<file path="src/rtl/red_pitaya_pwm_ramp.sv">
`default_nettype none
// ============================================================================
//  Module   : red_pitaya_pwm_ramp
//  Purpose  : Slew-rate-limited sequencer for the four PWM DAC channels.
//             Each channel ramps toward a software target. A prescaler tick
//             starts a round-robin pass that moves one channel per clock by
//             at most one step. The result is clamped to the target.
//  Options  : PWM_RAMP_IRQ_EN - adds irq_o and the interrupt-enable
//             register at 0x1C
//  Revision : 1.0 - initial release
// ============================================================================
module red_pitaya_pwm_ramp #(
    parameter int DW        = 14,
    parameter int PW        = 24,
    parameter int PRESC_RST = 124
) (
    input  logic          clk_i,
    input  logic          rst_i,
    output logic [DW-1:0] pwm0_o,
    output logic [DW-1:0] pwm1_o,
    output logic [DW-1:0] pwm2_o,
    output logic [DW-1:0] pwm3_o,
`ifdef PWM_RAMP_IRQ_EN
    output logic          irq_o,
`endif
    output logic          busy_o,
    input  logic [31:0]   sys_addr,
    input  logic [31:0]   sys_wdata,
    input  logic [3:0]    sys_sel,
    input  logic          sys_wen,
    input  logic          sys_ren,
    output logic [31:0]   sys_rdata,
    output logic          sys_err,
    output logic          sys_ack
);

    // Register offsets within the 20-bit decoded window
    localparam logic [19:0] c_ADDR_TGT0   = 20'h00000;
    localparam logic [19:0] c_ADDR_TGT1   = 20'h00004;
    localparam logic [19:0] c_ADDR_TGT2   = 20'h00008;
    localparam logic [19:0] c_ADDR_TGT3   = 20'h0000C;
    localparam logic [19:0] c_ADDR_STEP   = 20'h00010;
    localparam logic [19:0] c_ADDR_PRESC  = 20'h00014;
    localparam logic [19:0] c_ADDR_STATUS = 20'h00018;
`ifdef PWM_RAMP_IRQ_EN
    localparam logic [19:0] c_ADDR_IRQEN  = 20'h0001C;
`endif
    localparam logic [19:0] c_ADDR_CUR0   = 20'h00020;
    localparam logic [19:0] c_ADDR_CUR1   = 20'h00024;
    localparam logic [19:0] c_ADDR_CUR2   = 20'h00028;
    localparam logic [19:0] c_ADDR_CUR3   = 20'h0002C;

    // Scheduler states
    localparam logic [2:0] c_ST_IDLE = 3'd0;
    localparam logic [2:0] c_ST_UPD0 = 3'd1;
    localparam logic [2:0] c_ST_UPD1 = 3'd2;
    localparam logic [2:0] c_ST_UPD2 = 3'd3;
    localparam logic [2:0] c_ST_UPD3 = 3'd4;

    // Intermediate width: two extra bits hold cur +/- a full-range unsigned
    // step without overflow, so the clamp compare is always exact.
    localparam int c_XW = DW + 2;

    // Smallest usable prescaler: keeps the tick period longer than a pass
    localparam logic [PW-1:0] c_PRESC_MIN = PW'(4);

    logic [19:0]     w_addr;
    logic            w_wr_step;
    logic            w_wr_presc;

    logic [DW-1:0]   r_tgt [4];
    logic [DW-1:0]   r_cur [4];
    logic [DW-1:0]   r_step;
    logic [PW-1:0]   r_presc;
    logic [PW-1:0]   r_cnt;
    logic [PW-1:0]   w_presc_eff;
    logic            w_tick;

    logic [2:0]      r_state;
    logic [2:0]      w_state_nxt;
    logic            w_upd_en;
    logic [1:0]      w_upd_idx;

    logic [DW-1:0]   w_sel_cur;
    logic [DW-1:0]   w_sel_tgt;
    logic signed [c_XW-1:0] w_cur_x;
    logic signed [c_XW-1:0] w_tgt_x;
    logic signed [c_XW-1:0] w_step_x;
    logic signed [c_XW-1:0] w_sum;
    logic signed [c_XW-1:0] w_dif;
    logic [DW-1:0]   w_upd_val;

    logic [3:0]      w_ch_busy;
    logic            w_any_busy;
    logic            r_busy;
    logic            r_ack;
    logic [31:0]     r_rdata;
    logic [31:0]     w_rdata;
    logic            w_unused;

`ifdef PWM_RAMP_IRQ_EN
    logic            r_irq_en;
    logic            r_irq;
`endif

    // Only the low address bits and partial data fields are used; byte
    // selects are ignored because only full-word writes are supported.
    assign w_unused   = ^{sys_sel, sys_addr, sys_wdata};

    assign w_addr     = sys_addr[19:0];
    assign w_wr_step  = sys_wen && (w_addr == c_ADDR_STEP);
    assign w_wr_presc = sys_wen && (w_addr == c_ADDR_PRESC);

    // ------------------------------------------------------------------
    // Prescaler
    // ------------------------------------------------------------------
    assign w_presc_eff = (r_presc < c_PRESC_MIN) ? c_PRESC_MIN : r_presc;
    // >= rather than == so a prescaler lowered below the count wraps at once
    assign w_tick      = (r_cnt >= w_presc_eff);

    // Tick counter: counts 0..presc_eff, cleared by a prescaler write
    always_ff @(posedge clk_i or posedge rst_i) begin
        if (rst_i) begin
            r_cnt <= '0;
        end else if (w_wr_presc || w_tick) begin
            r_cnt <= '0;
        end else begin
            r_cnt <= r_cnt + PW'(1);
        end
    end

    // ------------------------------------------------------------------
    // Scheduler FSM
    // ------------------------------------------------------------------
    // State register
    always_ff @(posedge clk_i or posedge rst_i) begin
        if (rst_i) begin
            r_state <= c_ST_IDLE;
        end else begin
            r_state <= w_state_nxt;
        end
    end

    // Next state: a tick starts one pass over the four channels
    always_comb begin
        w_state_nxt = r_state;
        case (r_state)
            c_ST_IDLE: if (w_tick) w_state_nxt = c_ST_UPD0;
            c_ST_UPD0: w_state_nxt = c_ST_UPD1;
            c_ST_UPD1: w_state_nxt = c_ST_UPD2;
            c_ST_UPD2: w_state_nxt = c_ST_UPD3;
            c_ST_UPD3: w_state_nxt = c_ST_IDLE;
            default:   w_state_nxt = c_ST_IDLE;
        endcase
    end

    // Outputs: which channel (if any) is updated this cycle
    always_comb begin
        w_upd_en  = 1'b0;
        w_upd_idx = 2'd0;
        case (r_state)
            c_ST_UPD0: begin w_upd_en = 1'b1; w_upd_idx = 2'd0; end
            c_ST_UPD1: begin w_upd_en = 1'b1; w_upd_idx = 2'd1; end
            c_ST_UPD2: begin w_upd_en = 1'b1; w_upd_idx = 2'd2; end
            c_ST_UPD3: begin w_upd_en = 1'b1; w_upd_idx = 2'd3; end
            default:   begin w_upd_en = 1'b0; w_upd_idx = 2'd0; end
        endcase
    end

    // ------------------------------------------------------------------
    // Shared step datapath for the channel being visited
    // ------------------------------------------------------------------
    assign w_sel_cur = r_cur[w_upd_idx];
    assign w_sel_tgt = r_tgt[w_upd_idx];
    assign w_cur_x   = {{2{w_sel_cur[DW-1]}}, w_sel_cur};
    assign w_tgt_x   = {{2{w_sel_tgt[DW-1]}}, w_sel_tgt};
    assign w_step_x  = {2'b00, r_step};
    assign w_sum     = w_cur_x + w_step_x;
    assign w_dif     = w_cur_x - w_step_x;

    // Move one step toward the target, clamping so it never overshoots
    always_comb begin
        w_upd_val = w_sel_cur;
        if (w_cur_x < w_tgt_x) begin
            w_upd_val = (w_sum > w_tgt_x) ? w_sel_tgt : w_sum[DW-1:0];
        end else if (w_cur_x > w_tgt_x) begin
            w_upd_val = (w_dif < w_tgt_x) ? w_sel_tgt : w_dif[DW-1:0];
        end
    end

    // Current values: only the visited channel changes
    always_ff @(posedge clk_i or posedge rst_i) begin
        if (rst_i) begin
            for (int i = 0; i < 4; i++) r_cur[i] <= '0;
        end else if (w_upd_en) begin
            for (int i = 0; i < 4; i++) begin
                if (w_upd_idx == 2'(i)) r_cur[i] <= w_upd_val;
            end
        end
    end

    // ------------------------------------------------------------------
    // Software registers
    // ------------------------------------------------------------------
    // Targets: a write coinciding with that channel's update lands after it
    always_ff @(posedge clk_i or posedge rst_i) begin
        if (rst_i) begin
            for (int i = 0; i < 4; i++) r_tgt[i] <= '0;
        end else if (sys_wen) begin
            for (int i = 0; i < 4; i++) begin
                if (w_addr == c_ADDR_TGT0 + 20'(4 * i)) r_tgt[i] <= sys_wdata[DW-1:0];
            end
        end
    end

    // Step and prescaler configuration
    always_ff @(posedge clk_i or posedge rst_i) begin
        if (rst_i) begin
            r_step  <= DW'(1);
            r_presc <= PW'(PRESC_RST);
        end else begin
            if (w_wr_step)  r_step  <= sys_wdata[DW-1:0];
            if (w_wr_presc) r_presc <= sys_wdata[PW-1:0];
        end
    end

    // ------------------------------------------------------------------
    // Busy / interrupt
    // ------------------------------------------------------------------
    for (genvar g = 0; g < 4; g++) begin : g_ch_busy
        assign w_ch_busy[g] = (r_cur[g] != r_tgt[g]);
    end

    assign w_any_busy = |w_ch_busy;

    // Registered busy: lags the final update by one cycle
    always_ff @(posedge clk_i or posedge rst_i) begin
        if (rst_i) begin
            r_busy <= 1'b0;
        end else begin
            r_busy <= w_any_busy;
        end
    end

`ifdef PWM_RAMP_IRQ_EN
    // Interrupt enable and a single pulse aligned with the busy fall
    always_ff @(posedge clk_i or posedge rst_i) begin
        if (rst_i) begin
            r_irq_en <= 1'b0;
            r_irq    <= 1'b0;
        end else begin
            if (sys_wen && (w_addr == c_ADDR_IRQEN)) r_irq_en <= sys_wdata[0];
            r_irq <= r_irq_en && r_busy && !w_any_busy;
        end
    end

    assign irq_o = r_irq;
`endif

    // ------------------------------------------------------------------
    // Bus read path
    // ------------------------------------------------------------------
    function automatic logic [31:0] f_sext(input logic [DW-1:0] v);
        return {{(32-DW){v[DW-1]}}, v};
    endfunction

    // Read mux; unmapped offsets return zero
    always_comb begin
        w_rdata = 32'd0;
        case (w_addr)
            c_ADDR_TGT0:   w_rdata = f_sext(r_tgt[0]);
            c_ADDR_TGT1:   w_rdata = f_sext(r_tgt[1]);
            c_ADDR_TGT2:   w_rdata = f_sext(r_tgt[2]);
            c_ADDR_TGT3:   w_rdata = f_sext(r_tgt[3]);
            c_ADDR_STEP:   w_rdata = {{(32-DW){1'b0}}, r_step};
            c_ADDR_PRESC:  w_rdata = 32'(r_presc);
            c_ADDR_STATUS: w_rdata = {27'd0, r_busy, w_ch_busy};
`ifdef PWM_RAMP_IRQ_EN
            c_ADDR_IRQEN:  w_rdata = {31'd0, r_irq_en};
`endif
            c_ADDR_CUR0:   w_rdata = f_sext(r_cur[0]);
            c_ADDR_CUR1:   w_rdata = f_sext(r_cur[1]);
            c_ADDR_CUR2:   w_rdata = f_sext(r_cur[2]);
            c_ADDR_CUR3:   w_rdata = f_sext(r_cur[3]);
            default:       w_rdata = 32'd0;
        endcase
    end

    // Acknowledge one cycle after any request; read data valid with it
    always_ff @(posedge clk_i or posedge rst_i) begin
        if (rst_i) begin
            r_ack   <= 1'b0;
            r_rdata <= 32'd0;
        end else begin
            r_ack <= sys_wen | sys_ren;
            if (sys_ren) r_rdata <= w_rdata;
        end
    end

    assign sys_ack   = r_ack;
    assign sys_rdata = r_rdata;
    assign sys_err   = 1'b0;
    assign busy_o    = r_busy;
    assign pwm0_o    = r_cur[0];
    assign pwm1_o    = r_cur[1];
    assign pwm2_o    = r_cur[2];
    assign pwm3_o    = r_cur[3];

endmodule
`default_nettype wire

</file>
<file path="config.mk">
export PLATFORM = sky130hd
export DESIGN_NAME = red_pitaya_pwm_ramp
export DESIGN_NICKNAME = d
export VERILOG_FILES = /design/src/rtl/red_pitaya_pwm_ramp.sv
export SDC_FILE = /design/constraint.sdc
export NUM_CORES = 1
export LEC_CHECK = 0
export ABC_AREA = 0
export BUFFER_PORTS_ARGS = -buffer_cell sky130_fd_sc_hd__buf_2
export CORE_MARGIN = 1.5
export CORE_UTILIZATION = 60
export DETAILED_ROUTE_END_ITERATION = 6
export HOLD_SLACK_MARGIN = 0.02
export PLACE_DENSITY_LB_ADDON = 0.08
export SLEW_MARGIN = 5
export SYNTH_ARGS = -nofsm -noshare
export SYNTH_HDL_FRONTEND = slang
export SYNTH_SLANG_ARGS = --single-unit
</file>
<file path="constraint.sdc">
create_clock -name clk_i -period 6.7 [get_ports clk_i]
set_input_delay 0.67 -clock clk_i [delete_from_list [all_inputs] [get_ports clk_i]]
set_output_delay 0.67 -clock clk_i [all_outputs]
set_load 0.02 [all_outputs]
</file>
* After elaboration in Yosys (flattened, before gate mapping)
Cells that the tools add are included.
** Cells by class
- Order comparisons :: 7
- Reduce and logical (&&, ||, !) cells :: 16
- Mux-type cells :: 17
- Add/sub/neg operators :: 3
- Equality and inequality tests :: 22
- Bitwise gates (word level) :: 2
** Operators by type and width (count)
- 32-bit case mux with 11 select lines :: 1
- 14-bit 2-to-1 mux :: 8
- 20-bit by 6-bit equality test with 1-bit output (second input constant) :: 4
- 20-bit by 5-bit equality test with 1-bit output (second input constant) :: 3
- 14-bit binary-select mux with 2-bit select :: 2
- 14-bit != test :: 4
- 24-bit 2-to-1 mux :: 2
- 20-bit by 4-bit equality test with 1-bit output (second input constant) :: 2
- 24-bit by 1-bit adder with 24-bit output (second input constant) :: 1
- 24-bit greater-or-equal comparator :: 1
- 24-bit by 3-bit < comparator with 1-bit output (second input constant) :: 1
- 20-bit by 3-bit equality test with 1-bit output (second input constant) :: 1
- 20-bit zero test :: 1
- 14-bit by 15-bit adder with 16-bit output :: 1
- 16-bit by 14-bit greater-than comparator with 1-bit output :: 1
- 16-bit by 14-bit < comparator with 1-bit output :: 1
- 2-bit AND reduction :: 8
- 14-bit by 15-bit subtractor with 16-bit output :: 1
- 14-bit greater-than comparator :: 1
- 14-bit < comparator :: 1
- 3-bit case mux with 4 select lines :: 1
- 4-bit OR reduction :: 2
- 3-bit by 2-bit equality test with 1-bit output (second input constant) :: 2
- 2-bit case mux with 3 select lines :: 1
- other kinds (14) :: 16
** Storage, ports and cells
- Output and inout port bits :: 91
- Input port bits :: 72
- Bits in registers :: 211

* Logic depth before layout (Yosys ltp)
Gate-level depths: netlist of run 1.
- Word-level depth :: 11
- Gate-level depth with buffers :: 30
- Mapped depth without buffers :: 26

* Least setup slack after synthesis of run 1
Ideal clock, no wire load.
- Path kind :: reg-to-reg
- Start :: register r_state[1]
- End :: register r_cur (netlist bit pwm0_o[10])
- Setup time :: 0.128 ns
- Data arrival time :: 5.048 ns
- Stages on the path, launching flop included :: 26
- Clock period less this slack :: 5.177 ns
- Slack :: 1.523 ns
- Path through :: dfrtp_1 buf_4 nand2b_1 buf_2 buf_1 o22ai_1 a21oi_1 ha_1 buf_6 or2_1 a2111oi_0 a21oi_1 a31oi_2 a21oi_1 o21bai_1 a21oi_1 xnor2_1 ha_1 nand2_1 or2_2 a221o_1 buf_2 nand2_2 mux2_2 nor2_1 o31ai_1
** Between the ends
- Cells in the longest elaborated chain, start to end :: 11
- Elaborated cells between the ends (all ways) :: 26
** Ends and longest elaborated chain
- start: declaration :: line 79 : logic [2:0] r_state;
- start signal: assignment :: line 138 : r_state <= c_ST_IDLE;
- start signal: assignment :: line 140 : r_state <= w_state_nxt;
- 3-bit equality test or 3-bit by 2-bit equality test with 1-bit output (tied branches) :: line 161 : case (r_state)
- 2-bit case mux with 3 select lines :: line 161
- 2-bit NOT with 3-bit output (implied by the code) :: line 173, 174
- 14-bit binary-select mux with 2-bit select :: line 173 : assign w_sel_cur = r_cur[w_upd_idx];
- 14-bit 2-to-1 mux (implied by the code) (2 in series) :: line 173
- 14-bit by 15-bit subtractor with 16-bit output :: line 179 : assign w_dif = w_cur_x - w_step_x;
- 16-bit by 14-bit < comparator with 1-bit output :: line 187 : w_upd_val = (w_dif < w_tgt_x) ? w_sel_tgt : w_dif[DW-1:0];
- 14-bit 2-to-1 mux :: line 187
- 14-bit 2-to-1 mux :: line 186 : end else if (w_cur_x > w_tgt_x) begin
- 14-bit 2-to-1 mux :: line 184 : if (w_cur_x < w_tgt_x) begin
- end signal: indexed assignment :: line 197 : if (w_upd_idx == 2'(i)) r_cur[i] <= w_upd_val;
- end: declaration :: line 72 : logic [DW-1:0] r_cur [4];
Parallel ways exist; a longest one is shown, timed or not. The select of a mux whose other input is x is not followed.
A chain may end at the register's enable or synchronous reset.

* Worst setup path after layout of run 1
- Start :: register r_state[2]
- End :: register r_cur (netlist bit pwm0_o[6])
Same word-level chain as after synthesis.

==> summary.txt, run 1 <==
Setup path
  • Worst-path cell chain: nand2b_1, buf_4, o22ai_1, nand2_1, o21ai_0, a21oi_1, ha_1, or2_1, a2111oi_0, a21oi_1, a31oi_2, a21oi_1, o21bai_1, a21oi_1, xnor2_1, ha_1, nand2_1, or2_2, a221o_2, a211oi_1, a211oi_1, a31oi_1, buf_4, o21ai_0
  • Reg2reg start: r_state[2]
  • CP max FO: 14
  • Reg-to-reg endpoint: pwm0_o[6]
  • Most common cell on crit path: a21oi_1
  • Worst path max stage delay: 0.57 ns
  • CP Capture Type: flop
  • R2R Setup Slk: 0.29 ns
  • Setup crit start kind: flop
  • Reg2reg path depth: 24
  • Worst path required time: 7.08 ns
  • Slowest-stage cell, CP: dfrtp_1
  • Worst Path Arrival: 6.79 ns
  • Critical path type: flop to flop

Floorplan
  • Starting density of the core: 61.6%
  • Die area: 25200 um^2
  • Die width: 159 um
  • Die H: 159 um
  • Core area: 23600 um^2
  • Ports: 163
  • # rows: 56

Global route
  • Initial antenna violation count: 0
  • Largest net degree at the start of global routing: 149
  • Vias in the first global route: 13.4k
  • Total gr overflow: 0
  • Global-route wire length before repair: 80200 um
  • Total track usage: 41.2%

Clock network
  • Root Driver: clkbuf_16
  • TritonCTS buffer count: 23
  • Clock H-tree levels: 1
  • # clock sinks: 204
  • Worst skew pair latency: 0.53 ns
  • Clock slew at reported path FFs: 0.06 ns
  • Cts hold-fix bufs: 0
  • Maximum buffer depth of the clock tree: 3
  • CTS tree: done

Power and ir drop
  • Pwr/cell area: 623 nW/um^2
  • VDD IR max: 0.405 mV
  • Total power: 10.1 mW
  • Leak: 7.35 nW

Place
  • Dpl ws: 0.462 ns
  • Post-Place Cells: 2009
  • Hpwl dp: 39200 um
  • Placer Congestion: 1.01
  • Number of port buffers: 137
  • Post-DP Area: 15500 um^2

Finish
  • Share of layout cells above drive strength 1: 20.4%
  • Final nets: 1889
  • Filler cells: 1966
  • N_diodes: 0
  • Commonest non-fill, non-tap cells in the layout: dfrtp_1 (197), nand2_1 (152), buf_2 (137)
  • Area grow syn2layout: 11.7%
  • Most common cell after layout, fill and taps aside: dfrtp_1
  • Final instance area: 16300 um^2
  • Finished Core Util: 68.8%
  • Final std cells w/o fill: 2048

Timing
  • Setup Skew: 0.0232 ns
  • Slew headroom: 16.3%
  • Min cycle time layout: 6.41 ns
  • Endpoints failing setup: 0
  • Slew of the pin with the lowest slew margin: 1.24 ns
  • Fin worst setup slack: 0.295 ns
  • Min Hold Slack: 0.352 ns
  • Tcrit/Tclk final: 95.6%
  • Unrepaired setup endpoints after global routing: no
  • Max Transition Viols Final: 0
  • Hold Vio Cnt, Final: 0
  • Sum Neg Setup Slack: 0 ns
  • Maximum operating frequency: 0.156 GHz

Logic synthesis
  • Main flop type after synthesis: dfrtp_1
  • Flops & latches, synth: 204
  • Post-synthesis cell type count: 91
  • Synth top area share: 34.1%
  • Syn avg cell area: 9.09 um^2
  • Cell count after synthesis: 1600
  • Post-synth net total: 1774
  • Seq/Total Area, Yosys: 35.1%
  • Post-synth ARST share: 100%
  • Ys Warns: 0
  • Cell Area, Synth: 14500 um^2
  • Synth area leader: dfrtp_1
  • Synth top area cells: dfrtp_1 (34%), ha_1 (8.6%), mux2_2 (6.5%)
  • Number of synthesized flops with an enable pin: 0

Min path
  • Hold EP: r_presc[23]
  • Cells on Worst Hold Path: 3
  • Worst Hold Launch: sys_wdata[23]
  • HP Class: input pin to flop

Detailed routing
  • Drt first pass iters: 6
  • Drc violations: 0
  • Routed vias: 14.0k
  • Final ANT Viol Nets: 0
  • Initial detailed-routing violation count: 1769
  • Final wirelength: 52400 um
  • Vias/cell: 6.84
  • Routed len/inst: 25.6 um

Job
  • Max Cap Viol: 0

Outcome
  • Outcome: completed
==> state kept, by name (all words and copies together) (netlist names) <==
signal	cells
r_tgt	56
sys_rdata	25
r_cnt	24
r_presc	24
pwm0_o	14
pwm1_o	14
pwm2_o	14
pwm3_o	14
r_step	14
r_state	3
busy_o	1
sys_ack	1
==> where the power goes <==
part / switching (mW) / leakage, nW / total, mW / internal (mW)
clock network: 0.514 / 0.343 / 1.20 / 0.686
registers: 0.432 / 2.52 / 1.87 / 1.44
logic: 4.39 / 4.49 / 7.06 / 2.66
==> cells in the mapped netlist, drive strengths merged (5+ instances only) <==
library cell / number
dfrtp: 198
nand2: 154
nor2: 123
ha: 100
o21ai: 89
mux2: 84
inv: 73
a21oi: 72
buf: 56
xor2: 52
xnor2: 47
clkbuf: 40
o22ai: 40
a211oi: 38
nand3: 37
a31oi: 36
nor3: 26
nand4: 23
o211ai: 19
a221oi: 17
a222oi: 17
nand2b: 17
nor4: 17
a21o: 16
mux2i: 16
and3: 14
o31ai: 13
a41oi: 12
and2: 11
o21a: 11
or2: 11
a22o: 10
nor2b: 10
o211a: 9
a2111oi: 8
o21bai: 8
a22oi: 6
dfstp: 6
nor3b: 6
o22a: 6
or3: 6
a311oi: 5
==> layout make-up <==
class                      count  area [um^2]  area share [%]
clock buffer                  34          667            4.10
clock inverter                 5         35.0           0.216
inverter                      73          282            1.73
multi-input combinational   1227         8700            53.5
sequential                   204         5110            31.5
tap                          319          399            2.46
timing repair buffer         186         1050            6.48
==> repair_timing <==
| item | CTS | global route |
|---|---|---|
| resized for setup | 0 | 2 |
| setup buffers | 0 | 0 |
| hold endpoints to repair | 0 | 0 |
| endpoints found under the setup margin | 0 | 28 |
==> routing by layer <==
layer  up-vias  global-route usage (%)  part of all wire (%)
li1       6125                       -                     -
met1      6809                    55.8                    40
met2       895                    64.3                    45
met3       183                    7.78                    10
met4         0                    18.3                   5.3
met5         -                       0                     0
==> worst max-delay path: cells and delay by family (launching register included) <==
family                   cells  cell delay (ns)
adder cells (fa/ha/maj)      2             0.73
AND/OR/NAND/NOR              5             1.09
flip-flops                   1             0.57
XOR/XNOR                     1             0.14
AO/OA/AOI/OAI               14             3.22
buffers and inverters        2             0.49
==> cells by family (layout without fill, tap and decap cells) <==
family                   after synthesis  after routing  synth area share [%]
AO/OA/AOI/OAI                        458            458                  21.8
XOR/XNOR                              99             99                  6.09
adder cells (fa/ha/maj)              102            102                  8.88
buffers and inverters                169            298                  5.11
flip-flops                           204            204                  35.1
multiplexers                         100            100                  7.60
other                                  1              1                0.0258
AND/OR/NAND/NOR                      467            467                  15.3
==> worst max-delay path by stage <==
stage	startpoint	end	slack [ns]	depth (start not counted)
2_1_floorplan	rst_i	busy_o	0.47	1
3_3_place_gp	r_state[2]	pwm2_o[7]	0.60	24
3_5_place_dp	r_state[2]	pwm0_o[7]	0.46	21
4_1_cts	r_state[2]	pwm0_o[7]	0.42	23
5_1_grt	r_state[2]	pwm0_o[13]	0.04	23
6_report	r_state[2]	pwm0_o[6]	0.29	24
Power figures use the tool's default switching activity.
==> run 2: changes to the inputs <==
--- a/config.mk
+++ b/config.mk
@@ -7,8 +7,8 @@
 export LEC_CHECK = 0
 export ABC_AREA = 0
 export BUFFER_PORTS_ARGS = -buffer_cell sky130_fd_sc_hd__buf_2
-export CORE_MARGIN = 1.5
-export CORE_UTILIZATION = 60
+export CORE_MARGIN = 2
+export CORE_UTILIZATION = 55
 export DETAILED_ROUTE_END_ITERATION = 6
 export HOLD_SLACK_MARGIN = 0.02
 export PLACE_DENSITY_LB_ADDON = 0.08
==> run 2 against run 1 <==
Against the previous run: global-route usage decreased by 4.5 points; non-clock buffer count decreased by 8; via count decreased by 0.17%; count of clock-buffer cells in the layout decreased by 1; largest cell class unchanged; total power increased by 0.42%; sequential share of layout area decreased by 0.20 points; highest routed layer unchanged; fmax about the same; final area increased by 0.67%; hold slack got worse by 0.081 ns; die area increased by 10%; flip-flop and latch count unchanged; clock skew decreased by 0.0052 ns.
==> summary.txt, run 2 (synthesized netlist as in run 1, its figures left out) <==
Detailed routing
  • Final wirelength: 52400 um (about the same)
  • Routed vias: 14.0k (about the same)
  • Drc violations: 0 (unchanged)
  • Routed len/inst: 25.4 um (was 25.6 um)
  • Drt first pass iters: 6 (unchanged)
  • Final ANT Viol Nets: 0 (unchanged)
  • Vias/cell: 6.78 (was 6.84)
  • Initial detailed-routing violation count: 2433 (was 1769)

Clock network
  • TritonCTS buffer count: 24 (was 23)
  • CTS tree: done (unchanged)
  • # clock sinks: 204 (unchanged)
  • Clock H-tree levels: 1 (unchanged)
  • Maximum buffer depth of the clock tree: 3 (unchanged)
  • Post_cts resized: 0 (unchanged)
  • Worst skew pair latency: 0.53 ns (about the same)
  • Root Driver: clkbuf_16 (unchanged)
  • Cts hold-fix bufs: 0 (unchanged)
  • Clock slew at reported path FFs: 0.06 ns (about the same)
  • Post-CTS Setup Inserts: 0 (unchanged)

Timing
  • Min Hold Slack: 0.271 ns (was 0.352 ns)
  • Slew of the pin with the lowest slew margin: 1.25 ns (was 1.24 ns)
  • Endpoints failing setup: 0 (unchanged)
  • Tcrit/Tclk final: 95.5% (was 95.6%)
  • Max Transition Viols Final: 0 (unchanged)
  • Setup Skew: 0.0180 ns (was 0.0232 ns)
  • Unrepaired setup endpoints after global routing: no (unchanged)
  • Maximum operating frequency: 0.156 GHz (about the same)
  • Slew headroom: 15.9% (was 16.3%)
  • Sum Neg Setup Slack: 0 ns (unchanged)
  • Hold Vio Cnt, Final: 0 (unchanged)
  • Min cycle time layout: 6.40 ns (was 6.41 ns)

Finish
  • Biggest register: r_tgt (unchanged)
  • Max reg flops: 56 (unchanged)
  • Commonest non-fill, non-tap cells in the layout: dfrtp_1 (196), nand2_1 (152), buf_2 (137) (was dfrtp_1 (197), nand2_1 (152), buf_2 (137))
  • Area grow syn2layout: 12.5% (was 11.7%)
  • Finished Core Util: 63.0% (was 68.8%)
  • Share of layout cells above drive strength 1: 20.6% (was 20.4%)
  • Final nets: 1882 (was 1889)
  • Most common cell after layout, fill and taps aside: dfrtp_1 (unchanged)

Setup path
  • Slowest-stage cell, CP: dfrtp_2 (was dfrtp_1)
  • Worst Setup SP: r_state[1] (was r_state[2])
  • Setup crit start kind: flop (unchanged)
  • Most common cell on crit path: a21oi_1 (unchanged)
  • Critical path type: flop to flop (unchanged)
  • Worst path max stage delay: 0.65 ns (was 0.57 ns)
  • Reg-to-reg endpoint: pwm2_o[11] (was pwm0_o[6])
  • R2R Setup Slk: 0.30 ns (was 0.29 ns)
  • Worst-path cell chain: xor2_4, buf_4, o21ai_0, a21oi_1, ha_1, or2_1, a2111oi_0, a21oi_1, a31oi_2, a21oi_1, o21bai_1, a21oi_1, xnor2_1, ha_1, nand2_1, or2_2, a221oi_1, nor2_1, o211ai_1, a21boi_2, o21ai_0 (was nand2b_1, buf_4, o22ai_1, nand2_1, o21ai_0, a21oi_1, ha_1, or2_1, a2111oi_0, a21oi_1, a31oi_2, a21oi_1, o21bai_1, a21oi_1, xnor2_1, ha_1, nand2_1, or2_2, a221o_2, a211oi_1, a211oi_1, a31oi_1, buf_4, o21ai_0)
  • CP max FO: 25 (was 14)
  • Critical path's top delay family: compound AO/OA/AOI/OAI gates (unchanged)
  • Worst path bufs/invs: 1 (was 2)
  • CP Capture Type: flop (unchanged)
  • Reg2reg path depth: 21 (was 24)
  • Worst path required time: 7.08 ns (about the same)
  • Worst Path Arrival: 6.78 ns (was 6.79 ns)
  • Reg2reg start: r_state[1] (was r_state[2])

Job
  • Max Cap Viol: 0 (unchanged)

Floorplan
  • Die H: 167 um (was 159 um)
  • Die width: 167 um (was 159 um)
  • Die area: 27800 um^2 (was 25200 um^2)
  • Starting density of the core: 56.0% (was 61.6%)
  • # rows: 59 (was 56)
  • Ports: 163 (unchanged)
  • Core area: 26000 um^2 (was 23600 um^2)

Place
  • Number of port buffers: 137 (unchanged)
  • Placer Congestion: 0.974 (was 1.01)
  • Hpwl dp: 38500 um (was 39200 um)

Global route
  • Largest net degree at the start of global routing: 110 (was 149)
  • Initial antenna violation count: 1 (was 0)
  • Total track usage: 36.7% (was 41.2%)
  • Vias in the first global route: 12.9k (was 13.4k)
  • Total gr overflow: 0 (unchanged)
  • Global-route wire length before repair: 79100 um (was 80200 um)

Power and ir drop
  • Total power: 10.2 mW (was 10.1 mW)
  • Leak: 7.39 nW (was 7.35 nW)
  • VDD IR max: 0.638 mV (was 0.405 mV)
  • Pwr/cell area: 621 nW/um^2 (was 623 nW/um^2)

Outcome
  • Outcome: completed (unchanged)

Min path
  • HP Class: input pin to asynchronous set/reset pin (was input pin to flop)
==> run 2: cell count changes in the layout (fill, tap and decap cells not counted), moves of 2 or more <==
cell / before / now
clkbuf_1: 6 / 3
a21oi_2: 2 / 4
buf_4: 49 / 41
a21oi_1: 70 / 68
bufinv_16: 0 / 3
clkinv_2: 2 / 6
==> run 2: layer usage <==
| layer | global-route usage (%) | routed length, um |
|---|---|---|
| met4 | 15.3 | 2860 |
| met5 | 0 | 0 |
| met1 | 51.4 | 21200 |
| met3 | 6.30 | 5300 |
| met2 | 56.6 | 23100 |
==> run 2: report_power, final <==
group          internal, mW  leakage [nW]  switching (mW)  total (mW)
logic                  2.53          4.45            4.36        6.89
clock network         0.842         0.420           0.542        1.38
registers              1.44          2.52           0.459        1.89
total                  4.81          7.39            5.36        10.2
==> run 2: how the worst max path moves through the flow <==
stage,to,cells after the start
after detailed placement,pwm0_o[10],21
final,pwm2_o[11],21
after global placement,pwm0_o[10],21
after CTS,pwm0_o[10],21
after global routing,pwm0_o[4],19
after floorplan,busy_o,1
==> run 2: layout make-up <==
type	count	area, um^2
inverters	73	282
well taps	335	419
clock buffers	33	694
repair buffers	178	993
fillers	2280	9630
clock inverters	11	145
diodes	1	2.50
flip-flops and latches	204	5110
multi-input cells	1227	8710
==> run 2: through the flow <==
step,area (um^2),instances,setup WS (ns)
floorplan,14500,1600,0.473
global placement,15500,2017,0.470
detailed placement,15500,2017,0.350
CTS,16300,2061,0.302
global route,16400,2061,0.0448
finish,16400,2062,0.299
==> run 2: worst reg2reg max path, delay by kind of cell, from the launching register on <==
family,cells,cell delay [ns]
buffers and inverters,1,0.36
DFF,1,0.65
adders and majority gates,2,0.68
xor gates and xnor gates,2,0.48
AOI/OAI and AO/OA,12,3.23
and+or+nand+nor,4,0.86
